`config.mk`:
```
export PLATFORM = sky130hd
export DESIGN_NAME = seq_cmp32_ctrl
export DESIGN_NICKNAME = d
export VERILOG_FILES = /design/src/rtl/seq_cmp32_ctrl.sv
export SDC_FILE = /design/constraint.sdc
export NUM_CORES = 1
export LEC_CHECK = 0
export CORE_UTILIZATION = 52
export CTS_BUF_LIST = sky130_fd_sc_hd__clkbuf_8 sky130_fd_sc_hd__clkbuf_16
export CTS_CLUSTER_SIZE = 24
export DETAILED_ROUTE_END_ITERATION = 10
export GPL_TIMING_DRIVEN = 0
export HOLD_SLACK_MARGIN = 0.06
export PLACE_DENSITY = 0.81
export SLEW_MARGIN = 20
export SYNTH_ARGS = -nofsm -noshare
export SYNTH_HDL_FRONTEND = slang
export SYNTH_SLANG_ARGS = --single-unit
```
`constraint.sdc`:
```
create_clock -name clk -period 2.6 [get_ports clk]
set_input_delay 0.39 -clock clk [delete_from_list [all_inputs] [get_ports clk]]
set_output_delay 0.39 -clock clk [all_outputs]
set_load 0.05 [all_outputs]
```
`src/rtl/seq_cmp32_ctrl.sv`:
```
// Sequential magnitude comparator: one 4-bit nibble comparator is walked
// from the most significant nibble down, stopping at the first difference.
// Results are held in DONE until the consumer takes them.
module seq_cmp32_ctrl #(
    parameter  int WIDTH = 32,
    localparam int N     = WIDTH / 4,
    localparam int CW    = $clog2(N) + 1
) (
    input  logic             clk,
    input  logic             rst_n,
    input  logic             flush,
    input  logic             in_valid,
    output logic             in_ready,
    input  logic [WIDTH-1:0] a,
    input  logic [WIDTH-1:0] b,
    output logic             out_valid,
    input  logic             out_ready,
    output logic             eq,
    output logic             gt,
    output logic             lt,
    output logic [CW-1:0]    nib_cnt,
    output logic             busy
);

    // Nibble index needs at least one bit even when there is a single nibble
    localparam int IW = (N > 1) ? $clog2(N) : 1;

    typedef enum logic [1:0] {
        IDLE,
        CMP,
        DONE
    } state_t;

    state_t           state_q, state_d;
    logic [WIDTH-1:0] a_q, a_d;
    logic [WIDTH-1:0] b_q, b_d;
    logic [IW-1:0]    idx_q, idx_d;
    logic [CW-1:0]    cnt_q, cnt_d;
    logic             eq_q, eq_d;
    logic             gt_q, gt_d;
    logic             lt_q, lt_d;

    logic [3:0]       nib_a;
    logic [3:0]       nib_b;
    logic             nib_eq;
    logic             nib_gt;

    // The single shared nibble comparator, fed by the currently indexed nibble
    always_comb begin
        nib_a  = 4'(a_q >> {idx_q, 2'b00});
        nib_b  = 4'(b_q >> {idx_q, 2'b00});
        nib_eq = (nib_a == nib_b);
        nib_gt = (nib_a > nib_b);
    end

    // Next-state and result logic; flush overrides every handshake
    always_comb begin
        state_d = state_q;
        a_d     = a_q;
        b_d     = b_q;
        idx_d   = idx_q;
        cnt_d   = cnt_q;
        eq_d    = eq_q;
        gt_d    = gt_q;
        lt_d    = lt_q;

        case (state_q)
            IDLE: begin
                if (in_valid) begin
                    a_d     = a;
                    b_d     = b;
                    idx_d   = IW'(N - 1);
                    cnt_d   = '0;
                    eq_d    = 1'b0;
                    gt_d    = 1'b0;
                    lt_d    = 1'b0;
                    state_d = CMP;
                end
            end
            CMP: begin
                cnt_d = cnt_q + CW'(1);
                if (!nib_eq) begin
                    eq_d    = 1'b0;
                    gt_d    = nib_gt;
                    lt_d    = !nib_gt;
                    state_d = DONE;
                end else if (idx_q == '0) begin
                    eq_d    = 1'b1;
                    gt_d    = 1'b0;
                    lt_d    = 1'b0;
                    state_d = DONE;
                end else begin
                    idx_d = idx_q - IW'(1);
                end
            end
            DONE: begin
                if (out_ready) begin
                    state_d = IDLE;
                end
            end
            default: begin
                state_d = IDLE;
            end
        endcase

        if (flush) begin
            state_d = IDLE;
            cnt_d   = '0;
            eq_d    = 1'b0;
            gt_d    = 1'b0;
            lt_d    = 1'b0;
        end
    end

    // State, latched operands and registered results
    always_ff @(posedge clk or negedge rst_n) begin
        if (!rst_n) begin
            state_q <= IDLE;
            a_q     <= '0;
            b_q     <= '0;
            idx_q   <= '0;
            cnt_q   <= '0;
            eq_q    <= 1'b0;
            gt_q    <= 1'b0;
            lt_q    <= 1'b0;
        end else begin
            state_q <= state_d;
            a_q     <= a_d;
            b_q     <= b_d;
            idx_q   <= idx_d;
            cnt_q   <= cnt_d;
            eq_q    <= eq_d;
            gt_q    <= gt_d;
            lt_q    <= lt_d;
        end
    end

    // Handshake and status outputs decode directly from the state register
    always_comb begin
        in_ready  = (state_q == IDLE);
        out_valid = (state_q == DONE);
        busy      = (state_q != IDLE);
        eq        = eq_q;
        gt        = gt_q;
        lt        = lt_q;
        nib_cnt   = cnt_q;
    end

endmodule

```
## Yosys cells after proc, flatten, opt, wreduce, memory -nomap -nowiden

Cells that the tools add are included.

| storage, ports and cells | value |
|---|---|
| flip-flop bits (word level) | 76 |
| bits of input ports | 69 |
| output and inout bits | 10 |
| logic and storage cells | 58 |

| operators by class | value |
|---|---|
| add/subtract/negate cells | 2 |
| order comparisons | 1 |
| equality and inequality tests | 9 |
| shift-type cells | 2 |
| mux-type cells | 25 |
| reduce and logical (&&, ||, !) cells | 11 |

Operators by type and width:

| kind | number |
|---|---|
| >> shifter 32 x 5 -> 4 bit | 2 |
| 2-to-1 mux 2 bit | 5 |
| 2-to-1 mux 1 bit | 9 |
| 2-to-1 mux 3 bit | 3 |
| 2-to-1 mux 4 bit | 2 |
| one-hot mux 4 bit (2 select lines) | 1 |
| != test 2 bit (second input constant) | 3 |
| one-hot mux 1 bit (2 select lines) | 3 |
| one-hot mux 2 bit (3 select lines) | 1 |
| one-hot mux 3 bit (2 select lines) | 1 |
| AND reduction 3 bit | 2 |
| adder 4 x 1 -> 4 bit (second input constant) | 1 |
| equality test 4 bit | 1 |
| greater-than comparator 4 bit | 1 |
| != test 4 bit (second input constant) | 1 |
| AND reduction 2 bit | 2 |
| AND reduction 4 bit | 1 |
| nonzero test 2 bit | 2 |
| logical NOT 3 bit | 1 |
| != test 3 x 2 -> 1 bit (second input constant) | 1 |
| != test 3 bit (second input constant) | 1 |
| nonzero test 3 bit | 1 |
| subtractor 3 x 1 -> 3 bit (second input constant) | 1 |
| equality test 2 x 1 -> 1 bit (second input constant) | 1 |
| 3 further kinds | 3 |

## Depth between registers and ports, before layout

Gate-level depths: netlist (run 1).

| logic depth | value |
|---|---|
| depth in word-level cells | 6 |
| mapped depth | 10 |

## Worst setup path after synthesis (run 1)

OpenSTA, ideal clock, no wires.

| path | value |
|---|---|
| path type | register -> register |
| start point | register idx_q[0] |
| end point | register idx_q[1] |
| library setup time | 0.132 ns |
| arrival | 2.225 ns |
| slack | 0.243 ns |
| cell stages (with the launch flop) | 10 |
| clock period less this slack | 2.357 ns |
| cells stage by stage | dfrtp_1 -> buf_6 -> mux4_1 -> mux2_2 -> ha_1 -> and4_1 -> clkbuf_1 -> nand2_1 -> mux2i_1 -> a22oi_1 |

| on the way | value |
|---|---|
| longest elaborated chain between the ends | 4 |
| elaborated cells between the ends (all ways) | 11 |
| classes of those cells | add/sub (1); eq/ne (3); shift (2); mux (3); reduce/logical (2) |

Ends and longest elaborated chain:

| what | RTL line | text |
|---|---|---|
| start, declared | 37 | `logic [IW-1:0] idx_q, idx_d;` |
| start signal, assigned | 130 | `idx_q <= idx_d;` |
| >> shifter 32 x 5 -> 4 bit, or another cell as far along | 50 | `nib_a = 4'(a_q >> {idx_q, 2'b00});` |
| equality test 4 bit or 2-to-1 mux 3 bit (tied branches) | 52, 87 |  |
| != test 2 bit (no line) or 2-to-1 mux 3 bit (tied branches) | n/a |  |
| AND reduction 4 bit (no line) or one-hot mux 3 bit (2 select lines) (tied branches) | n/a |  |

Several ways; a longest one is shown, not always the timed one. The select of a mux whose other input is x is not followed.
A chain may end at the register's enable or synchronous reset.

## Worst setup path in the final report (run 1)

| path | value |
|---|---|
| start point | register idx_q[0] |
| end point | register idx_q[0] |

The elaborated chain is that of the path after synthesis.

==> results of run 1 <==
-- critical path, delay by kind of cell (launching register included) --
family | cells | cell delay, ns
muxes | 2 | 0.82
DFF | 1 | 0.44
adders and majority gates | 1 | 0.30
and+or+nand+nor | 3 | 0.48
AOI/OAI and AO/OA | 1 | 0.04
buffers and inverters | 2 | 0.32
-- flip-flops by register name, indices dropped and copies added (netlist names) --
name,cells
b_q,32
idx_q,3
state_q,2
lt,1
a_q,32
eq,1
gt,1
nib_cnt,4
-- cell usage after synthesis (all sizes together) --
cell / number / share of area [%]
dfrtp: 76 / 49
mux2: 70 / 25
mux4: 16 / 9.9
buf: 14 / 4.8
nor2: 13 / 1.4
a21oi: 8 / 1.0
ha: 7 / 2.3
a22oi: 5 / 0.97
inv: 5 / 0.48
mux2i: 5 / 1.3
nand2: 4 / 0.39
clkbuf: 3 / 0.29
nand2b: 3 / 0.48
nand3: 3 / 0.39
a22o: 2 / 0.45
nor2b: 2 / 0.32
nor3: 2 / 0.26
and2: 1 / 0.23
and4: 1 / 0.23
nand4: 1 / 0.16
o21a: 1 / 0.19
o21ai: 1 / 0.13
or2: 1 / 0.16
xor2: 1 / 0.23
-- worst max-delay path by stage --
stage	from	end	slack [ns]
finish	idx_q[0]$_DFFE_PN0P_	idx_q[0]$_DFFE_PN0P_	0.09
global route	idx_q[0]$_DFFE_PN0P_	lt$_DFFE_PN0P_	-0.003
CTS	idx_q[0]$_DFFE_PN0P_	lt$_DFFE_PN0P_	0.03
detailed placement	idx_q[0]$_DFFE_PN0P_	lt$_DFFE_PN0P_	-0.08
global placement	rst_n	nib_cnt[1]$_DFFE_PN0P_	-1.46
floorplan	idx_q[0]$_DFFE_PN0P_	idx_q[1]$_DFFE_PN0P_	0.24
-- routing by layer --
layer  track usage (%)  up-vias  routed length, um
met4              6.89        0                143
met1              30.2     1220               3550
met3              6.34       14                360
met2              35.7       73               3990
li1                  -     1077                  -
met5                 0        -                  0
-- layout make-up --
| type | instances | area share [%] |
|---|---|---|
| clock buffer | 9 | 2.45 |
| multi-input combinational | 147 | 35.3 |
| inverter | 5 | 0.372 |
| timing repair buffer | 81 | 16.5 |
| buffer | 16 | 4.01 |
| clock inverter | 6 | 1.29 |
| sequential | 76 | 37.7 |
| tap | 99 | 2.45 |
-- power by group through the flow --
stage | logic, uW | clock network, uW | registers (uW)
global placement | 1070 | 0 | 1540
floorplan | 790 | 0 | 1530
CTS | 1100 | 908 | 1530
global route | 1240 | 964 | 1570
finish | 1160 | 895 | 1550
detailed placement | 1090 | 0 | 1550
-- layout by cell type, fill, tap and decap left out, types with 4 or more instances in the layout --
| cell | n |
|---|---|
| clkdlybuf4s50_1 | 76 |
| dfrtp_1 | 76 |
| a22oi_1 | 5 |
| mux2i_1 | 4 |
| ha_1 | 6 |
| mux2_2 | 21 |
| clkbuf_8 | 9 |
| mux4_2 | 14 |
| a21oi_1 | 7 |
| mux2_4 | 49 |
| buf_12 | 7 |
| nor2_1 | 12 |
| inv_1 | 5 |
-- repair_timing --
item	in CTS	in global routing
pin swaps	0	4
gates cloned	0	1
hold endpoints to repair	34	0
endpoints found under the setup margin	7	5
setup buffers	0	1
gates resized for setup	1	12
hold buffers	1	0
-- cells by family (layout without fill, tap and decap cells) --
logic type	after synthesis	count (layout)	share of synthesized area [%]
mux	91	91	36.2
simple gates	31	31	4.06
xor+xnor	1	1	0.225
flops	76	76	48.9
compound gates	17	17	2.77
buf+inv	22	117	5.60
fa+ha+maj	7	7	2.25
-- metrics by stage --
step	TNS (ns)	util, %	setup slack [ns]	instance area [um^2]	std cells
after floorplan	0	-	0.243	3890	245
after global placement	-110.48	65.9	-1.46	4780	421
after detailed placement	-0.300	66.2	-0.0805	4800	422
after CTS	0	68.9	0.0313	4990	437
after global routing	-0.00264	69.6	-0.00264	5050	439
final	0	69.6	0.0898	5050	439
==> results.md, run 1 <==
* Status: complete, no violations
* CTS Buffer Depth at 2
* Post-DP HPWL at about 5.5 mm
* Distinct cells, synth at 30
* Nets at roughly 410
* Sw frac at between 20% and 30%
* Slew @ Worst Pin at ~0.5 ns
* Root buffer cell: clkbuf_8
* DIE WIDTH at 88.5 um
* Via Count at about 2,400
* Seq/Total Area, Yosys at around half
* Final WL at approximately 8.0 mm
* WHS at about 0.43 ns
* ANT cells at 0
* GRT Residual Overflow at 0
* Post-synth net total at approximately 320
* CTS tree: yes
* WP data arrival at 2.75 ns
* Cell-internal power at approximately 2600 uW
* Worst setup EP type: flop
* Multi-input gate area at around 1800 um^2
* Critical path's largest stage delay at roughly 0.52 ns
* Top Ports at slightly below 80
* Mapped Avg Cell Area at 15.9 um^2
* DRC at 0
* Psw at 1030 uW
* Gpl congestion at 0.749
* Clock latency on the worst-skew pair at 0.36 ns
* CTS Buf Count at 9
* R2r setup slk at between 0.08 and 0.09 ns
* Minimum clock period at around 2.5 ns
* Area of the die at slightly below 8000 um^2
* Final Setup Violations at 0
* Synth warn at 0
* Crit Path Max Fanout at 5
* Critical path class: reg2reg
* Share of cells above drive strength 1 at 37.1%
* Initial Utilization at 53.6%
* First-pass GRT wire length at 12.8 mm
* Count of pins over their slew limit at 0
* Max frequency at 398 MHz
* Yosys reg bits at 76
* Cell count after synthesis at ~250
* Port bufs at just under 80
* Core ar. at about 7300 um^2
* Critical Path Source Type: flop
* Worst reg2reg endpoint: idx_q[0]$_DFFE_PN0P_
* Routed Antenna Nets at 0
* Max VDD drop at approximately 0.33 mV
* Clock slew at reported path FFs at roughly 0.080 ns
* Worst EP required at 2.84 ns
* Hold path depth at 2
* Clock power share at 24.9%
* CTS HTree Levels at 3
* Die span in y at about 88 um
* MaxCap Viol Count at 0
* FF-to-FF path depth at 9
* Clock skew at between 0.015 and 0.02 ns
* Slowest CP cell: mux4_2
* Period utilization at 96.5%
* DR pass1 iterations at 4
* Filler cells at approximately 520
* Cell Area, Synth at between 3000 and 4000 um^2
* Largest net degree at the start of global routing at between 40 and 50
* # clock sinks at 76
* Cell leakage power at around 0.0023 uW
* Total track usage at 22.5%
* Logic pwr share at roughly a third
* Total power at 3600 uW
* Initial antenna violation count at 0
* Fin. Hold Viols at 0
* Register area at ~1900 um^2
* CP Cell Sequence: clkbuf_16 > mux4_2 > mux2_2 > ha_1 > and4_4 > buf_4 > nand3_2 > nor2_1 > a21oi_1
* Reg power frac at between 40% and 50%
* Slew headroom at between 60 and 70%
* Hold_sp: flush
* Min-Delay Endpoint: nib_cnt[1]$_DFFE_PN0P_
* Area Overhead vs Synth at 29.9%
* Num rows at 31
* Vias in the first global route at about 2,500
* Worst hold path class: in2reg
* Drt via density at around 5.4
* Violation count after the first detailed-route iteration at 77
* R2r startpoint: idx_q[0]$_DFFE_PN0P_
* Wire per inst at 18.3 um
* PwrDens at about 700 nW/um^2
(Power assumes the default switching activity.)
==> run 2, diff against run 1 <==
clock period = 2.7 ns   (was 2.6 ns; I/O delays follow)
==> run 2 against run 1 <==
Sequential power is 5% lower. Critical path depth fell by 1. Highest routed layer unchanged. First-iteration DRC count rose by 1.3%. Critical endpoint is now gt$_DFFE_PN0P_.
==> results.md, run 2 (same netlist as run 1, synthesis figures left out) <==
* PwrDens at 677 nW/um^2 (was 712 nW/um^2)
* CTS tree: yes (unchanged)
* Crit path launch: idx_q[0]$_DFFE_PN0P_ (unchanged)
* Slew @ Worst Pin at 0.492 ns (about the same)
* Min-Delay Endpoint: nib_cnt[1]$_DFFE_PN0P_ (unchanged)
* Gpl congestion at 0.749 (unchanged)
* Worst EP required at 2.99 ns (was 2.84 ns)
* # clock sinks at 76 (unchanged)
* Initial Utilization at 53.6% (unchanged)
* Critical path class: reg2reg (unchanged)
* Die span in y at 88.5 um (unchanged)
* DRC at 0 (unchanged)
* WP data arrival at 2.84 ns (was 2.75 ns)
* R2r setup slk at 0.14 ns (was 0.09 ns)
* Area of the die at 7820 um^2 (unchanged)
* Routed Antenna Nets at 0 (unchanged)
* CTS HTree Levels at 3 (unchanged)
* Period utilization at 94.8% (was 96.5%)
* Count of pins over their slew limit at 0 (unchanged)
* DIE WIDTH at 88.5 um (unchanged)
* Clock slew at reported path FFs at 0.08 ns (about the same)
* Root buffer cell: clkbuf_8 (unchanged)
* Final Setup Violations at 0 (unchanged)
* Crit Path Max Fanout at 9 (was 5)
* Post-DP HPWL at 5.49 mm (unchanged)
* Num rows at 31 (unchanged)
* Worst setup EP type: flop (unchanged)
* CTS Buffer Depth at 2 (unchanged)
* DR pass1 iterations at 4 (unchanged)
* CTS Buf Count at 9 (unchanged)
* Hold_sp: flush (unchanged)
* ANT cells at 0 (unchanged)
* Max frequency at 391 MHz (was 398 MHz)
* Worst hold path class: in2reg (unchanged)
* Vias in the first global route at 2,463 (unchanged)
* R2r startpoint: idx_q[0]$_DFFE_PN0P_ (unchanged)
* Largest net degree at the start of global routing at 43 (unchanged)
* Drt via density at 5.30 (was 5.43)
* Via Count at 2,315 (was 2,384)
* Core ar. at 7250 um^2 (unchanged)
* Final WL at 7.74 mm (was 8.05 mm)
* Minimum clock period at 2.56 ns (was 2.51 ns)
* Fin. Hold Viols at 0 (unchanged)
* Filler cells at 529 (was 523)
* Top Ports at 79 (unchanged)
* Post-layout util at 68.9% (was 69.6%)
* CP Cell Sequence: buf_6 > mux4_1 > mux2_2 > ha_1 > and4_2 > nand3_1 > a21oi_2 > a22o_1 (was clkbuf_16 > mux4_2 > mux2_2 > ha_1 > and4_4 > buf_4 > nand3_2 > nor2_1 > a21oi_1)
* Wire per inst at 17.7 um (was 18.3 um)
* Slew headroom at 67.1% (about the same)
* First-pass GRT wire length at 12.8 mm (unchanged)
* Worst reg2reg endpoint: gt$_DFFE_PN0P_ (was idx_q[0]$_DFFE_PN0P_)
* Total track usage at 22.5% (unchanged)
* Area Overhead vs Synth at 28.6% (was 29.9%)
* Most frequent cells in the layout: 76 x dfrtp_1, 76 x clkdlybuf4s50_1, 49 x mux2_4, 21 x mux2_2, 12 x nor2_1 (was 76 x dfrtp_1, 76 x clkdlybuf4s50_1, 49 x mux2_4, 21 x mux2_2, 14 x mux4_2)
* Clock skew at 0.0154 ns (was 0.0160 ns)
* Setup_tns at 0 ns (unchanged)
* WHS at 0.443 ns (was 0.426 ns)
* Hold path depth at 2 (unchanged)
* GRT Residual Overflow at 0 (unchanged)
* Initial antenna violation count at 0 (unchanged)
* Nets at 410 (was 412)
* Max VDD drop at 0.317 mV (was 0.328 mV)
* Critical Path Source Type: flop (unchanged)
* MaxCap Viol Count at 0 (unchanged)
* Violation count after the first detailed-route iteration at 78 (was 77)
* Status: complete, no violations (unchanged)
* Cell leakage power at 0.00226 uW (about the same)
* Critical path's largest stage delay at 0.60 ns (was 0.52 ns)
* Share of cells above drive strength 1 at 34.3% (was 37.1%)
* Port bufs at 77 (unchanged)
* Slowest CP cell: mux4_1 (was mux4_2)
* RSZ-0062 raised after global routing: false
* Total power at 3390 uW (was 3600 uW)
* FF-to-FF path depth at 8 (was 9)
* Clock latency on the worst-skew pair at 0.35 ns (was 0.36 ns)
run 2: cell type report:
| class | count | area (um^2) | share of cell area (%) |
|---|---|---|---|
| well taps | 99 | 124 | 2.48 |
| multi-input cells | 147 | 1770 | 35.4 |
| inverters | 5 | 18.8 | 0.375 |
| clock inverters | 6 | 65.1 | 1.30 |
| clock buffers | 9 | 124 | 2.48 |
| flip-flops and latches | 76 | 1900 | 38.0 |
| repair buffers | 79 | 798 | 16.0 |
| plain buffers | 16 | 195 | 3.90 |
run 2: report_power, final:
group / internal (uW) / leakage [uW] / switching, uW
Combinational: 658 / 0.00127 / 396
Clock: 423 / 0.0000955 / 433
Sequential: 1360 / 0.000898 / 121
run 2: per-stage QoR:
step	worst slack [ns]	instances	instance area, um^2
final	0.141	437	5000
after global placement	-1.37	421	4780
after global routing	0.0221	437	5000
after floorplan	0.343	245	3890
after CTS	0.0797	437	4990
after detailed placement	0.0195	422	4800
run 2: timing repair:
item	4_1_cts	5_1_grt
resized for setup	0	2
hold endpoints to repair	34	0
setup endpoints to repair	3	4
buffers inserted	0	0
hold buffers	1	0
run 2: routing by layer:
metal  vias up  routed length [um]  GRT usage [%]
met5         -                   0              0
met4         0                 126           6.89
met3        10                 259           6.34
met2        50                3850           35.7
met1      1181                3510           30.2
li1       1074                   -              -
run 2: worst max-delay path: cells and delay by family, from the launching register on:
kind | cells | cell delay [ns]
flip-flops | 1 | 0.34
AO/OA/AOI/OAI | 2 | 0.33
buffers and inverters | 1 | 0.17
AND/OR/NAND/NOR | 2 | 0.42
adder cells (fa/ha/maj) | 1 | 0.32
multiplexers | 2 | 0.92
run 2: worst max-delay path by stage:
stage	cells past startpoint	end
3_5_place_dp	9	lt$_DFFE_PN0P_
3_3_place_gp	1	nib_cnt[1]$_DFFE_PN0P_
5_1_grt	8	idx_q[1]$_DFFE_PN0P_
6_report	8	gt$_DFFE_PN0P_
4_1_cts	8	lt$_DFFE_PN0P_
2_1_floorplan	9	idx_q[1]$_DFFE_PN0P_
==> run 3, diff against run 2 <==
CELL_PAD_IN_SITES_DETAIL_PLACEMENT = 0   (was unset)
CELL_PAD_IN_SITES_GLOBAL_PLACEMENT = 1   (was unset)
DONT_BUFFER_PORTS = 1   (was unset)
PLACE_DENSITY = unset   (was 0.81)
PLACE_DENSITY_LB_ADDON = 0.1   (was unset)
==> run 3 against run 2 <==
Non-clock buffer count down 77. Count of clock-buffer cells in the layout stayed put. Core utilization down 10 points. Sequential cell count stayed put. Final area is 15% lower. Worst hold slack got worse by 0.25 ns.
==> results.md, run 3 (same netlist as run 1, synthesis figures left out) <==
* Status: complete, no violations (unchanged)
* Wire per inst at 19.8 um (was 17.7 um)
* Top Ports at 79 (unchanged)
* Crit Path Max Fanout at 9 (unchanged)
* Cell leakage power at 0.00196 uW (was 0.00226 uW)
* MaxCap Viol Count at 0 (unchanged)
* Count of pins over their slew limit at 0 (unchanged)
* Final WL at 7.13 mm (was 7.74 mm)
* Post-DP Area at 4010 um^2 (was 4800 um^2)
* WP data arrival at 2.74 ns (was 2.84 ns)
* DRC at 0 (unchanged)
* Leading cell type in the layout, fill and taps excluded: dfrtp_1
* Final cell count without fillers at 360 (was 437)
* Via Count at 1,974 (was 2,315)
* DR pass1 iterations at 4 (unchanged)
* ANT cells at 0 (unchanged)
* Clock slew at reported path FFs at 0.08 ns (about the same)
* Filler cells at 611 (was 529)
* Max frequency at 396 MHz (was 391 MHz)
* Core ar. at 7250 um^2 (unchanged)
* Share of cells above drive strength 1 at 44.1% (was 34.3%)
* Root buffer cell: clkbuf_8 (unchanged)
* Cell-internal power at 2340 uW (was 2440 uW)
* RSZ-0062 raised after global routing: false (unchanged)
* Nets at 333 (was 410)
* Total track usage at 20.1% (was 22.5%)
* Post-Place Cells at 344 (was 422)
* Final Instance Area at 4250 um^2 (was 5000 um^2)
* Final Setup Violations at 0 (unchanged)
* Routed Antenna Nets at 0 (unchanged)
* Drt via density at 5.48 (was 5.30)
* Fin. Hold Viols at 0 (unchanged)
* Total power at 3250 uW (was 3390 uW)
* Largest net degree at the start of global routing at 77 (was 43)
* CTS HTree Levels at 3 (unchanged)
* CTS Buf Count at 9 (unchanged)
* Most frequent cells in the layout: 76 x dfrtp_1, 49 x mux2_4, 21 x mux2_2, 12 x nor2_1, 10 x mux4_2 (was 76 x dfrtp_1, 76 x clkdlybuf4s50_1, 49 x mux2_4, 21 x mux2_2, 12 x nor2_1)
* Port bufs at 0 (was 77)
* CTS tree: yes (unchanged)
* Logic pwr share at 28.0% (was 31.1%)
* Area Overhead vs Synth at 9.24% (was 28.6%)
* WHS at 0.194 ns (was 0.443 ns)
* CTS Buffer Depth at 2 (unchanged)
* Area of the die at 7820 um^2 (unchanged)
* Initial Utilization at 53.6% (unchanged)
* Max VDD drop at 0.447 mV (was 0.317 mV)
* Slew headroom at 33.7% (was 67.1%)
* Worst setup EP type: flop (unchanged)
* Setup_tns at 0 ns (unchanged)
* Initial antenna violation count at 0 (unchanged)
* Post-DP HPWL at 4.84 mm (was 5.49 mm)
* Gpl congestion at 0.733 (was 0.749)
* Violation count after the first detailed-route iteration at 68 (was 78)
* First-pass GRT wire length at 11.1 mm (was 12.8 mm)
* Critical path class: reg2reg (unchanged)
* Sw frac at 28.0% (was 28.1%)
* Worst hold path class: in2reg (unchanged)
* PwrDens at 766 nW/um^2 (was 677 nW/um^2)
* GRT Residual Overflow at 0 (unchanged)
* # clock sinks at 76 (unchanged)
* Minimum clock period at 2.52 ns (was 2.56 ns)
* Period utilization at 93.5% (was 94.8%)
* Post-CTS setup buffer count at 0 (unchanged)
* Vias in the first global route at 2,114 (was 2,463)
* Clock power share at 25.9% (was 25.3%)
* Reg power frac at 46.1% (was 43.6%)
* Worst EP required at 2.91 ns (was 2.99 ns)
* Critical Path Source Type: flop (unchanged)
* Slew @ Worst Pin at 0.993 ns (was 0.492 ns)
* Clock latency on the worst-skew pair at 0.35 ns (about the same)
* Num rows at 31 (unchanged)
* Die span in y at 88.5 um (unchanged)
* DIE WIDTH at 88.5 um (unchanged)
* Psw at 911 uW (was 950 uW)
* Clock skew at 0.0113 ns (was 0.0154 ns)
run 3: routing by layer:
layer	vias up	part of all wire, %	global-route usage, %
met5	-	0	0
met4	0	1.5	7.48
met3	7	6.2	6.53
met2	57	46	30.6
met1	987	46	26.9
li1	923	-	-
run 3: path summary, 6_finish.rpt:
kind,from,endpoint,cells after the start,slack (ns)
max,idx_q[0]$_DFFE_PN0P_,idx_q[1]$_DFFE_PN0P_,8,0.18
min,b[31],b_q[31]$_DFFE_PN0P_,1,0.19
max reg2reg,idx_q[0]$_DFFE_PN0P_,idx_q[1]$_DFFE_PN0P_,8,0.18
min reg2reg,b_q[9]$_DFFE_PN0P_,b_q[9]$_DFFE_PN0P_,1,0.51
max in group asynchronous,rst_n,b_q[28]$_DFFE_PN0P_,2,1.76
min in group asynchronous,rst_n,a_q[24]$_DFFE_PN0P_,2,0.61
run 3: metrics by stage:
stage / worst slack [ns] / util [%]
4_1_cts: 0.105 / 58.4
5_1_grt: 0.0189 / 58.5
3_5_place_dp: 0.0108 / 55.3
3_3_place_gp: 0.0251 / 55.3
2_1_floorplan: 0.343 / -
6_report: 0.176 / 58.5
run 3: repair_timing:
item / in CTS / in global routing
endpoints found under the setup margin: 1 / 5
resized for setup: 0 / 5
endpoints found under the hold margin: 76 / 0
cloned: 0 / 0
hold buffers: 2 / 0
run 3: cell type report:
cell class / count / area, um^2 / share of cell area (%)
buffer: 16 / 201 / 4.75
clock buffer: 9 / 124 / 2.92
clock inverter: 6 / 65.1 / 1.53
inverter: 5 / 18.8 / 0.442
multi-input combinational: 147 / 1770 / 41.8
sequential: 76 / 1900 / 44.8
tap: 99 / 124 / 2.92
timing repair buffer: 2 / 37.5 / 0.884
run 3: critical path, cell delays in order, from the launching register on:
cell     delay (ns)
dfrtp_1        0.35
buf_6          0.18
mux4_1         0.60
mux2_2         0.31
ha_1           0.32
and4_4         0.21
nand2_1        0.13
mux2i_1        0.20
a22oi_1        0.08
run 3: power by group through the flow:
stage               Combinational (uW)  Clock (uW)  Sequential (uW)
floorplan                          761           0             1480
global placement                   864           0             1520
detailed placement                 876           0             1520
CTS                                907         869             1500
global route                       997         912             1530
finish                             910         842             1500
